<file path="config.mk">
export PLATFORM = sky130hd
export DESIGN_NAME = branch_seq
export DESIGN_NICKNAME = d
export VERILOG_FILES = /design/src/rtl/branch_seq.sv
export SDC_FILE = /design/constraint.sdc
export NUM_CORES = 1
export LEC_CHECK = 0
export CAP_MARGIN = 20
export CORE_AREA = 10 10 47 49
export CTS_CLUSTER_DIAMETER = 100
export DETAILED_ROUTE_END_ITERATION = 8
export DIE_AREA = 0 0 57 59
export GPL_TIMING_DRIVEN = 0
export MAX_ROUTING_LAYER = met4
export PLACE_DENSITY = 0.71
export SETUP_SLACK_MARGIN = 0.2
export SYNTH_ARGS = -nofsm -noshare
export SYNTH_HDL_FRONTEND = slang
export SYNTH_SLANG_ARGS = --single-unit
</file>
<file path="constraint.sdc">
create_clock -name clk -period 3.45 [get_ports clk]
set_input_delay 0.5175 -clock clk [delete_from_list [all_inputs] [get_ports clk]]
set_output_delay 0.5175 -clock clk [all_outputs]
set_load 0.03 [all_outputs]
</file>
<file path="src/rtl/branch_seq.sv">
// branch_seq: branch execution sub-sequencer.
// Steps a decoded conditional branch through target computation, operand
// comparison and PC resolution, or flags a non-branch opcode as illegal.
// Optional hit/taken statistics counters are built when the macro
// BRANCH_STATS_EN is defined; without it the counter ports do not exist.
module branch_seq (
  input  logic        clk,
  input  logic        reset,
  input  logic        start,
  input  logic [5:0]  opcode,
  input  logic        cond_in,
  output logic        UC_control,
  output logic [1:0]  UC_op,
  output logic [2:0]  alu_op,
  output logic        aluout_load,
  output logic        pc_write,
  output logic        pc_src,
  output logic        busy,
  output logic        done,
  output logic        illegal
`ifdef BRANCH_STATS_EN
  ,
  output logic [15:0] branch_cnt,
  output logic [15:0] taken_cnt
`endif
);

  typedef enum logic [2:0] {
    IDLE    = 3'd0,
    TARGET  = 3'd1,
    COMPARE = 3'd2,
    RESOLVE = 3'd3,
    ERR     = 3'd4
  } state_t;

  localparam logic [2:0] ALU_IDLE = 3'b000;
  localparam logic [2:0] ALU_ADD  = 3'b001;
  localparam logic [2:0] ALU_SUB  = 3'b010;

  state_t     state;
  logic       resolve;
  logic       op_valid;
  logic [1:0] op_sel;

  // Map the branch opcodes onto the condition evaluator select code
  always_comb begin
    op_valid = 1'b1;
    op_sel   = 2'b00;
    case (opcode)
      6'h04:   op_sel = 2'b00;
      6'h05:   op_sel = 2'b01;
      6'h06:   op_sel = 2'b10;
      6'h07:   op_sel = 2'b11;
      default: op_valid = 1'b0;
    endcase
  end

  // Sequencer: state and the Moore outputs of the state being entered
  always_ff @(posedge clk) begin
    if (reset) begin
      state       <= IDLE;
      UC_op       <= 2'b00;
      alu_op      <= ALU_IDLE;
      aluout_load <= 1'b0;
      UC_control  <= 1'b0;
      busy        <= 1'b0;
      done        <= 1'b0;
      illegal     <= 1'b0;
      resolve     <= 1'b0;
    end else begin
      alu_op      <= ALU_IDLE;
      aluout_load <= 1'b0;
      UC_control  <= 1'b0;
      done        <= 1'b0;
      illegal     <= 1'b0;
      resolve     <= 1'b0;
      busy        <= 1'b1;
      case (state)
        IDLE: begin
          if (start && op_valid) begin
            state       <= TARGET;
            UC_op       <= op_sel;
            alu_op      <= ALU_ADD;
            aluout_load <= 1'b1;
          end else if (start) begin
            state   <= ERR;
            illegal <= 1'b1;
            done    <= 1'b1;
          end else begin
            busy <= 1'b0;
          end
        end
        TARGET: begin
          state      <= COMPARE;
          alu_op     <= ALU_SUB;
          UC_control <= 1'b1;
        end
        COMPARE: begin
          state      <= RESOLVE;
          UC_control <= 1'b1;
          done       <= 1'b1;
          resolve    <= 1'b1;
        end
        RESOLVE: begin
          state <= IDLE;
          busy  <= 1'b0;
        end
        ERR: begin
          state <= IDLE;
          busy  <= 1'b0;
        end
        default: begin
          state <= IDLE;
          busy  <= 1'b0;
        end
      endcase
    end
  end

  // A taken branch loads the PC from ALUOut during the resolve cycle
  assign pc_write = resolve & cond_in;
  assign pc_src   = resolve & cond_in;

`ifdef BRANCH_STATS_EN
  // Count resolved branches and the subset that were taken
  always_ff @(posedge clk) begin
    if (reset) begin
      branch_cnt <= 16'h0000;
      taken_cnt  <= 16'h0000;
    end else if (resolve) begin
      branch_cnt <= branch_cnt + 16'h0001;
      if (cond_in) begin
        taken_cnt <= taken_cnt + 16'h0001;
      end
    end
  end
`endif

endmodule

</file>
==> flow_summary.ini <==
[global_routing]
grt_max_degree = 9
first_global_vias = 406
grt_pass1_wl_mm = 1.69
grt_overflow = 0
antenna_found_initial = 0
track_usage = 0.0636

[sta]
finalSetupViolCount = 0
timing.fmax_ghz = 0.423
setup-tns-final_ns = 0
slew_headroom = 0.662
period_share = 0.686
finalWorstSetupSlack_ns = 1.08
drv_slew = 0
finClkSkew_ns = 0.00484
rsz0062_at_grt = no
fin_crit_ns = 2.37
hold_ws_ns = 0.481
tightest_slew_ns = 0.500
hold_viol = 0

[yosys]
synth_fa_ha_area_frac = 0
yosysUniqueCellTypes = 16
synthMuxAreaShare = 0.0422
synthFlopType = dfxtp_1
ys_warn_count = 0
yosysSeqAreaShare = 0.549
yosys.area_share.simple = 0.303
synthXorXnorAreaFrac = 0
syn-num-nets = 56
syn_area_sq_um = 474
synth_compound_area_frac = 0.0580
synth.avg_cell_area_sq_um = 10.3
synth_top_family_by_area = simple AND/OR/NAND/NOR gates
synth_seq_cells = 13
synthCells = 46
synth_edf_count = 0
async_flop_share = 0

[detailed_routing]
vias = 390
ant_nets = 0
drc = 0
viasPerCell = 4.53
finalWirelength_um = 936
routedWlPerCell_um = 10.9
first_pass_iters = 4
drt_iter0_markers = 4

[placement]
dpl.cell_count = 82
dp_hpwl_um = 787
place_ws_ns = 1.07
port_buffers = 20
placed_area_sq_um = 694
gp_congestion = 0.727

[setup_path]
worst_ep_arrival_time_ns = 1.85
crit_type = in2out
cpPeakStageDelay_ns = 0.65
endpoint_kind = output port
ff2ff_setup_slack_ns = 2.10
reg2regPathDepth = 4
cp_cell_sequence = clkdlybuf4s50_1, and2_1, buf_4, clkdlybuf4s50_1
cpMostUsedCell = clkdlybuf4s50_1
cp_slowest_cell = clkdlybuf4s50_1
crit_path_start_kind = primary input
critPathTopFamily = buffers and inverters
r2r-end = state[2]$_SDFFE_PP0P_
worst-path-max-fanout = 2
rr_startpoint = state[2]$_SDFFE_PP0P_
required_ns = 2.93
critPathBufInv = 3

[final_layout]
fin_area_sq_um = 721
fin_cells = 86
num_antenna_cells = 0
fill_cells = 134
drive_gt1_frac = 0.114
syn2layout_area_growth_pct = 52.0
finalNetCount = 81

[die]
die_h_um = 59
rows = 14
core_sq_um = 1400
boundaryPins = 22
die_area_sq_um = 3360
start_util = 0.338
fp.dieW_um = 57

[pwr]
powerDensity_nw_per_um2 = 400
ir_drop_uv = 233
leakagePower_uw = 0.000262

[clock_tree]
cts_tree = done
clk_latency_ns = 0.27
hold_buffers = 0
post_cts_resized = 0
clockRootBuffer = clkbuf_4
htree_levels = 1
cts_sinks = 13
clk_pin_slew_ns = 0.08
cts_buffer_depth = 2
cts_buffers = 3
cts_setup_buffers = 0

[worst_hold_path]
holdPathStages = 2
hp-class = reg2reg
worstHoldStart = UC_op[1]$_SDFFE_PP0P_
holdPathEnd = UC_op[1]$_SDFFE_PP0P_

[run_status]
status = completed

[job]
drv_cap = 0
-- placed cells by master, fill, tap and decap left out --
master,n
clkdlybuf4s50_1,20
dfxtp_1,13
nand2b_1,7
nor2_1,6
a21oi_1,4
nor3_1,3
clkbuf_4,3
mux2i_1,2
clkbuf_1,2
buf_4,2
and2_1,1
or4b_4,1
nor4_4,1
or2_2,1
or3_1,1
nor4b_1,1
a211oi_1,1
conb_1,1
-- worst min-delay path, delay by kind of cell, from the launching register on --
family	cells	cell delay, ns
DFF	1	0.32
muxes	1	0.06
and+or+nand+nor	1	0.06
-- routing by layer --
metal,track usage,share of wire,vias up
met2,0.101,0.48,15
li1,-,-,206
met3,0.0300,0.082,4
met4,0.0403,0.018,0
met5,-,0,-
met1,0.0620,0.42,165
-- area by class of cell --
class                   count  area, sq um  area share
clock buffers               4         26.3      0.0365
repair buffers             20          200       0.278
flip-flops and latches     13          260       0.361
multi-input cells          30          195       0.271
plain buffers               3         18.8      0.0260
well taps                  16         20.0      0.0278
-- worst max-delay path by stage --
stage               from               endpoint  cells past startpoint
6_report         cond_in               pc_write                      4
2_1_floorplan  opcode[3]  UC_op[0]$_SDFFE_PP0P_                      3
3_3_place_gp     cond_in               pc_write                      4
5_1_grt          cond_in               pc_write                      4
3_5_place_dp     cond_in               pc_write                      4
4_1_cts          cond_in               pc_write                      4
-- Yosys cell counts (2+ instances only) --
library cell	n	area [sq um]
a21oi_1	4	20.0
buf_4	2	15.0
dfxtp_1	13	260
mux2i_1	2	20.0
nand2b_1	7	43.8
nor2_1	6	22.5
nor3_1	3	15.0
-- flip-flops by register name (all words and copies together) (netlist names) --
register	flops
state	3
UC_op	2
alu_op	2
UC_control	1
aluout_load	1
busy	1
done	1
illegal	1
resolve	1
-- cell families (layout without fill, tap and decap cells) --
logic type	after synthesis	after routing
other cells	1	1
buf+inv	3	27
simple gates	22	22
mux	2	2
flops	13	13
compound gates	5	5
-- power breakdown --
part	switching, uW	total (uW)	internal, uW
clock	48.2	93.0	44.8
sequential	2.23	157	154
combinational	17.9	38.5	20.6
total	68.3	288	220
-- metrics by stage --
| step | total power [uW] | util |
|---|---|---|
| after floorplan | 180 | - |
| after global placement | 198 | 0.496 |
| after detailed placement | 199 | 0.496 |
| after CTS | 291 | 0.514 |
| after global routing | 300 | 0.514 |
| final | 288 | 0.514 |
No activity file was read; power rests on OpenSTA's default activity.
